$ cat config.mk
export PLATFORM = sky130hd
export DESIGN_NAME = pump_ramp_scheduler
export DESIGN_NICKNAME = d
export VERILOG_FILES = /design/src/rtl/filter_pkg.sv /design/src/rtl/pump_ramp_channel.sv /design/src/rtl/pump_ramp_scheduler.sv
export SDC_FILE = /design/constraint.sdc
export NUM_CORES = 1
export LEC_CHECK = 0
export ABC_AREA = 1
export BUFFER_PORTS_ARGS = -buffer_cell sky130_fd_sc_hd__buf_2
export CAP_MARGIN = 0
export CORE_UTILIZATION = 40
export CTS_BUF_LIST = sky130_fd_sc_hd__clkbuf_8
export CTS_CLUSTER_SIZE = 24
export DETAILED_ROUTE_END_ITERATION = 10
export PLACE_DENSITY_LB_ADDON = 0.3
export SYNTH_ARGS = -nofsm -noshare
export SYNTH_HDL_FRONTEND = slang
export SYNTH_SLANG_ARGS = --single-unit
$ cat constraint.sdc
create_clock -name clk -period 5.6 [get_ports clk]
set_input_delay 0.56 -clock clk [delete_from_list [all_inputs] [get_ports clk]]
set_output_delay 0.56 -clock clk [all_outputs]
set_load 0.02 [all_outputs]
$ cat src/rtl/filter_pkg.sv
// ---------------------------------------------------------------------------
// filter_pkg -- shared types and constants for the pump control path.
//
// Contents:
//   arb_state_t  ramp-grant arbiter states (IDLE, RAMP_A, RAMP_B)
//   DUTY_W       width of every duty value
//   PWM_MAX/MIN  PWM duty operating limits used by the filter FSM
//   sat_step()   saturating duty increment, clipped to the target
// ---------------------------------------------------------------------------
package filter_pkg;

  localparam int unsigned DUTY_W = 8;

  localparam logic [DUTY_W-1:0] PWM_MAX = 8'd230;
  localparam logic [DUTY_W-1:0] PWM_MIN = 8'd77;

  typedef enum logic [1:0] {
    IDLE   = 2'd0,
    RAMP_A = 2'd1,
    RAMP_B = 2'd2
  } arb_state_t;

  // Sum is formed 9 bits wide so a step near 255 cannot wrap before the
  // comparison against the target.
  function automatic logic [DUTY_W-1:0] sat_step(
    input logic [DUTY_W-1:0] duty,
    input logic [DUTY_W-1:0] step,
    input logic [DUTY_W-1:0] target
  );
    logic [DUTY_W:0] sum;
    sum = {1'b0, duty} + {1'b0, step};
    if (sum > {1'b0, target}) begin
      sat_step = target;
    end else begin
      sat_step = sum[DUTY_W-1:0];
    end
  endfunction

endpackage

$ cat src/rtl/pump_ramp_channel.sv
// ---------------------------------------------------------------------------
// pump_ramp_channel -- one pump channel: applied-duty register, step timer
// and (optionally) the minimum-off lockout counter.
//
// Ports:
//   clk, reset   system clock, asynchronous active-high reset
//   target       requested duty
//   estop        synchronous emergency stop (forces duty to 0)
//   grant        channel currently holds the ramp grant
//   duty         applied duty (registered)
//   locked       min-off lockout active (registered, 0 when feature off)
//
// Build option: PUMP_MIN_OFF_EN enables the min-off lockout counter.
// ---------------------------------------------------------------------------
module pump_ramp_channel
  import filter_pkg::*;
#(
  parameter int unsigned       RAMP_STEP_CYCLES = 500_000,
  parameter logic [DUTY_W-1:0] RAMP_STEP        = 8'd5,
  parameter int unsigned       MIN_OFF_CYCLES   = 50_000_000
) (
  input  logic              clk,
  input  logic              reset,
  input  logic [DUTY_W-1:0] target,
  input  logic              estop,
  input  logic              grant,
  output logic [DUTY_W-1:0] duty,
  output logic              locked
);

  localparam logic [31:0] STEP_LAST_C = 32'(RAMP_STEP_CYCLES - 1);

  logic [DUTY_W-1:0] duty_r;
  logic [DUTY_W-1:0] duty_next_s;
  logic [31:0]       timer_r;
  logic              step_due_s;

  assign step_due_s = (timer_r == STEP_LAST_C);

  // Next applied duty: estop beats a decrease, a decrease beats a ramp step.
  always_comb begin
    duty_next_s = duty_r;
    if (estop) begin
      duty_next_s = 8'd0;
    end else if (target < duty_r) begin
      duty_next_s = target;
    end else if (grant && step_due_s && (target > duty_r)) begin
      duty_next_s = sat_step(duty_r, RAMP_STEP, target);
    end else begin
      duty_next_s = duty_r;
    end
  end

  // Applied duty register.
  always_ff @(posedge clk or posedge reset) begin
    if (reset) begin
      duty_r <= 8'd0;
    end else begin
      duty_r <= duty_next_s;
    end
  end

  // Step timer: held at 0 outside a grant, so it starts fresh on each grant
  // entry but keeps running if the target moves up during the ramp.
  always_ff @(posedge clk or posedge reset) begin
    if (reset) begin
      timer_r <= 32'd0;
    end else if (!grant || estop) begin
      timer_r <= 32'd0;
    end else if (step_due_s) begin
      timer_r <= 32'd0;
    end else begin
      timer_r <= timer_r + 32'd1;
    end
  end

  assign duty = duty_r;

`ifdef PUMP_MIN_OFF_EN
  logic        locked_r;
  logic [31:0] lock_cnt_r;

  // Min-off lockout: armed on a nonzero-to-zero duty change, held for
  // MIN_OFF_CYCLES cycles.
  always_ff @(posedge clk or posedge reset) begin
    if (reset) begin
      locked_r   <= 1'b0;
      lock_cnt_r <= 32'd0;
    end else if ((duty_r != 8'd0) && (duty_next_s == 8'd0)) begin
      locked_r   <= 1'b1;
      lock_cnt_r <= 32'(MIN_OFF_CYCLES - 1);
    end else if (locked_r) begin
      if (lock_cnt_r == 32'd0) begin
        locked_r <= 1'b0;
      end else begin
        lock_cnt_r <= lock_cnt_r - 32'd1;
      end
    end else begin
      locked_r <= 1'b0;
    end
  end

  assign locked = locked_r;
`else
  logic unused_min_off_s;
  assign unused_min_off_s = ^(32'(MIN_OFF_CYCLES));
  assign locked = 1'b0;
`endif

endmodule

$ cat src/rtl/pump_ramp_scheduler.sv
// ---------------------------------------------------------------------------
// pump_ramp_scheduler -- soft-start scheduler for two pumps. Only one
// channel may raise its duty at a time; decreases and estop act at once.
//
// Ports:
//   clk, reset                 system clock, asynchronous active-high reset
//   target_duty_a/_b [7:0]     requested duties from the filter FSM
//   estop                      synchronous level-sensitive emergency stop
//   duty_a/_b [7:0]            applied duties for the PWM generators
//   ramping_a/_b               channel holds the ramp grant
//   locked_a/_b                min-off lockout active
//
// Build option: PUMP_MIN_OFF_EN enables the per-channel min-off lockout.
// ---------------------------------------------------------------------------
module pump_ramp_scheduler
  import filter_pkg::*;
#(
  parameter int unsigned       RAMP_STEP_CYCLES = 500_000,
  parameter logic [DUTY_W-1:0] RAMP_STEP        = 8'd5,
  parameter int unsigned       MIN_OFF_CYCLES   = 50_000_000
) (
  input  logic              clk,
  input  logic              reset,
  input  logic [DUTY_W-1:0] target_duty_a,
  input  logic [DUTY_W-1:0] target_duty_b,
  input  logic              estop,
  output logic [DUTY_W-1:0] duty_a,
  output logic [DUTY_W-1:0] duty_b,
  output logic              ramping_a,
  output logic              ramping_b,
  output logic              locked_a,
  output logic              locked_b
);

  arb_state_t state_r;
  arb_state_t state_next_s;
  logic       last_b_r;        // 1: channel B was granted most recently
  logic       last_b_next_s;
  logic       ramping_a_r;
  logic       ramping_b_r;
  logic       req_a_s;
  logic       req_b_s;

  assign req_a_s = !estop && !locked_a && (target_duty_a > duty_a);
  assign req_b_s = !estop && !locked_b && (target_duty_b > duty_b);

  pump_ramp_channel #(
    .RAMP_STEP_CYCLES (RAMP_STEP_CYCLES),
    .RAMP_STEP        (RAMP_STEP),
    .MIN_OFF_CYCLES   (MIN_OFF_CYCLES)
  ) u_chan_a (
    .clk    (clk),
    .reset  (reset),
    .target (target_duty_a),
    .estop  (estop),
    .grant  (state_r == RAMP_A),
    .duty   (duty_a),
    .locked (locked_a)
  );

  pump_ramp_channel #(
    .RAMP_STEP_CYCLES (RAMP_STEP_CYCLES),
    .RAMP_STEP        (RAMP_STEP),
    .MIN_OFF_CYCLES   (MIN_OFF_CYCLES)
  ) u_chan_b (
    .clk    (clk),
    .reset  (reset),
    .target (target_duty_b),
    .estop  (estop),
    .grant  (state_r == RAMP_B),
    .duty   (duty_b),
    .locked (locked_b)
  );

  // Arbiter next state. A grant ends when the target is reached or lowered
  // (same cycle the decrease is seen); the other channel then waits one IDLE
  // cycle before its grant.
  always_comb begin
    state_next_s  = state_r;
    last_b_next_s = last_b_r;
    case (state_r)
      IDLE: begin
        if (req_a_s && req_b_s) begin
          state_next_s  = last_b_r ? RAMP_A : RAMP_B;
          last_b_next_s = !last_b_r;
        end else if (req_a_s) begin
          state_next_s  = RAMP_A;
          last_b_next_s = 1'b0;
        end else if (req_b_s) begin
          state_next_s  = RAMP_B;
          last_b_next_s = 1'b1;
        end else begin
          state_next_s  = IDLE;
        end
      end
      RAMP_A: begin
        if (estop || (target_duty_a <= duty_a)) begin
          state_next_s = IDLE;
        end else begin
          state_next_s = RAMP_A;
        end
      end
      RAMP_B: begin
        if (estop || (target_duty_b <= duty_b)) begin
          state_next_s = IDLE;
        end else begin
          state_next_s = RAMP_B;
        end
      end
      default: begin
        state_next_s = IDLE;
      end
    endcase
  end

  // Arbiter state, fairness bit and registered grant flags.
  always_ff @(posedge clk or posedge reset) begin
    if (reset) begin
      state_r     <= IDLE;
      last_b_r    <= 1'b1;
      ramping_a_r <= 1'b0;
      ramping_b_r <= 1'b0;
    end else begin
      state_r     <= state_next_s;
      last_b_r    <= last_b_next_s;
      ramping_a_r <= (state_next_s == RAMP_A);
      ramping_b_r <= (state_next_s == RAMP_B);
    end
  end

  assign ramping_a = ramping_a_r;
  assign ramping_b = ramping_b_r;

endmodule

==> flow_summary.json <==
{
  "area_delta_synth_final_pct": 9.25,
  "place_congestion": 0.940,
  "cts_setup_buffers": 0,
  "synth_fa_ha_area_share_pct": 7.42,
  "startpoint_type": "flip-flop",
  "synth_common_cells": "nand2_1, nor2_1, inv_1",
  "fin_ws_ps": 2820,
  "hp-class": "input pin to async pin",
  "synth.cell_area_mm2": 0.00607,
  "diodes": 0,
  "rows": 44,
  "outcome": "complete, but fails checks",
  "vias": 5149,
  "final_antenna_net_count": 0,
  "grt_start_max_net_pins": 57,
  "cp_data_required_time_ps": 5870,
  "drt-total-wl_mm": 13.6,
  "ys_ff_latch": 85,
  "ctsHtreeMaxLevel": 3,
  "port_buffers": 36,
  "vias_per_cell": 5.00,
  "final.min_clock_period_ps": 2780,
  "power_density_mw_per_mm2": 313,
  "fmax_mhz": 360,
  "muxShareOfSynthArea_pct": 0,
  "ys_seq_area_share_pct": 35.1,
  "synthDominantCellAreaShare_pct": 34.6,
  "ys_async_sr_fraction_pct": 100,
  "grt_pass1_wl_mm": 23.7,
  "setup_tns_ps": 0,
  "critPathMaxFanout": 9,
  "synthXorXnorAreaFrac_pct": 8.37,
  "clockRootBuffer": "clkbuf_8",
  "fillers": 1523,
  "worstSetupPathType": "flip-flop to flip-flop",
  "cts_tree": "yes",
  "setup_viol": 0,
  "drt_first_pass_iters": 10,
  "place_ws_ps": 2890,
  "clkTransAtPathRegs_ps": 100,
  "violations": "DRC",
  "grt.total_usage_pct": 18.7,
  "yosysTopAreaCell": "dfrtp_1",
  "dieArea_mm2": 0.0157,
  "drv_cap": 0,
  "seqCellArea_mm2": 0.00213,
  "die_width_um": 125,
  "cts_max_path_buffers": 2,
  "cts_sinks": 85,
  "synth_top_family_by_area": "simple AND/OR/NAND/NOR gates",
  "cts_inserted_buffers": 9,
  "final_nets": 895,
  "post_cts_resized": 0,
  "die_h_um": 125,
  "r2r_setup_slack_ps": 2820,
  "synth_cell_types": 43,
  "finalHoldViolCount": 0,
  "multiInputGateArea_mm2": 0.00344,
  "drc_errors": 10,
  "synth_edf_count": 0,
  "ys.flop_type": "dfrtp_1",
  "drt-wirelength-per-cell_um": 13.2,
  "cp-end-kind": "flip-flop",
  "avgSynthCellArea_um2": 7.57,
  "peakVddDrop_v": 0.000106,
  "period_share_pct": 49.7,
  "overflow": 0,
  "grt_pass1_vias": 4940,
  "cp.arrival_ps": 3050,
  "yosys.area_share.simple_pct": 37.0,
  "insertion_delay_ps": 380,
  "synth_area_leaders": "dfrtp_1, nand2_1, nor2_1",
  "synth_compound_area_share_pct": 3.77,
  "hold_buffers": 0,
  "relSlewSlack_pct": 40.2,
  "fin_worst_skew_ps": 22.7,
  "yosys.cell_count.top_type": "nand2_1",
  "io_pins": 39,
  "yosysWarnings": 0,
  "worst_pin_slew_ps": 894,
  "start_util_pct": 41.5,
  "synthCells": 802,
  "drt_first_iter_violations": 342,
  "grt_setup_unrepaired": "no",
  "p_leak_nw": 3.04,
  "core-area_mm2": 0.0146,
  "dp_hpwl_mm": 10.5,
  "slew_viol_final": 0,
  "antenna_found_initial": 0,
  "drive_gt1_share_pct": 13.4
}
## cells by family after synthesis
group | after synthesis
AO/OA/AOI/OAI | 36
AND/OR/NAND/NOR | 458
buffers and inverters | 128
XOR/XNOR | 58
flip-flops | 85
other | 1
adder cells (fa/ha/maj) | 36
## cells in the final DEF, fill, tap and decap left out, types with 3 or more instances in the layout
cell      count
xor2_1       45
o21ai_0       9
nand3_4       3
nor3_1       26
nor3b_1       3
nand3b_1      3
nor2_4        8
nand2_1     142
inv_1       104
ha_1         36
buf_2        36
a21o_1        4
dfrtp_1      84
nand3_1      62
nand4_1      42
inv_2        10
nor2_2        7
nor2_1      125
clkbuf_8     10
nor3_2        6
xnor2_1      13
nand2_2      13
a21oi_1      16
nor4_1        5
## registers in the layout, indices dropped and copies added, names as in the netlist
register and count:
last_b_r 1, u_chan_b.duty 8, state_r 2, ramping_b 1, u_chan_a.duty 8, ramping_a 1
u_chan_b.timer_r 32, u_chan_a.timer_r 32
## worst max-delay path, stage by stage (launching register included)
cell and delay, ps:
dfrtp_1 480, ha_1 230, nor2_1 50, nor2_1 230, nand2_1 100, xor2_1 140, inv_1 70, ha_1 290
nand2_1 80, nor4b_1 290, nand3_1 120, nand2_2 180, nand2_2 160, nand2_1 100, nand2_1 50, nand2_1 50
nand2_1 50
## path summary, 6_finish.rpt
kind / startpoint / to / depth (start not counted)
worst max-delay path: u_chan_a.duty[0] / u_chan_a.duty[6] / 16
worst max register to register: u_chan_a.duty[0] / u_chan_a.duty[6] / 16
worst min register to register: u_chan_b.timer_r[0] / u_chan_b.timer_r[0] / 1
min in group clk: u_chan_b.timer_r[0] / u_chan_b.timer_r[0] / 1
worst min-delay path: reset / u_chan_b.timer_r[23] / 2
max in group asynchronous: reset / u_chan_b.timer_r[4] / 3
## metal layers
metal  routed length [um]  vias up  track usage (%)  share of wire, %
met5                    0        -                0                 0
met4                  188        0             6.10               1.4
met3                  481       14             3.29               3.5
met2                 5860       81             28.6                43
met1                 7070     2392             26.7                52
li1                     -     2662                -                 -
## through the flow
step	power (mW)	area (um2)	cells	util (%)	hold slack [ps]
floorplan	1.41	6070	803	-	433
global placement	1.62	6430	1013	43.9	454
detailed placement	1.63	6430	1013	43.9	464
CTS	2.10	6630	1029	45.3	182
global route	2.26	6630	1029	45.3	225
finish	2.08	6630	1029	45.3	176
## where the power goes
group,switching (mW),total (mW),internal (mW),leakage [nW]
clock network,0.237,0.458,0.221,0.103
registers,0.0899,0.770,0.680,1.17
logic,0.556,0.848,0.292,1.76
## cell type report
type                    count  area share, %
multi-input cells         590           51.9
flip-flops and latches     85           32.1
inverters                 117           6.64
well taps                 184           3.47
repair buffers             37           2.83
clock buffers              10           2.08
clock inverters             6           1.04
Note: power is estimated with default switching activity, not from simulation.
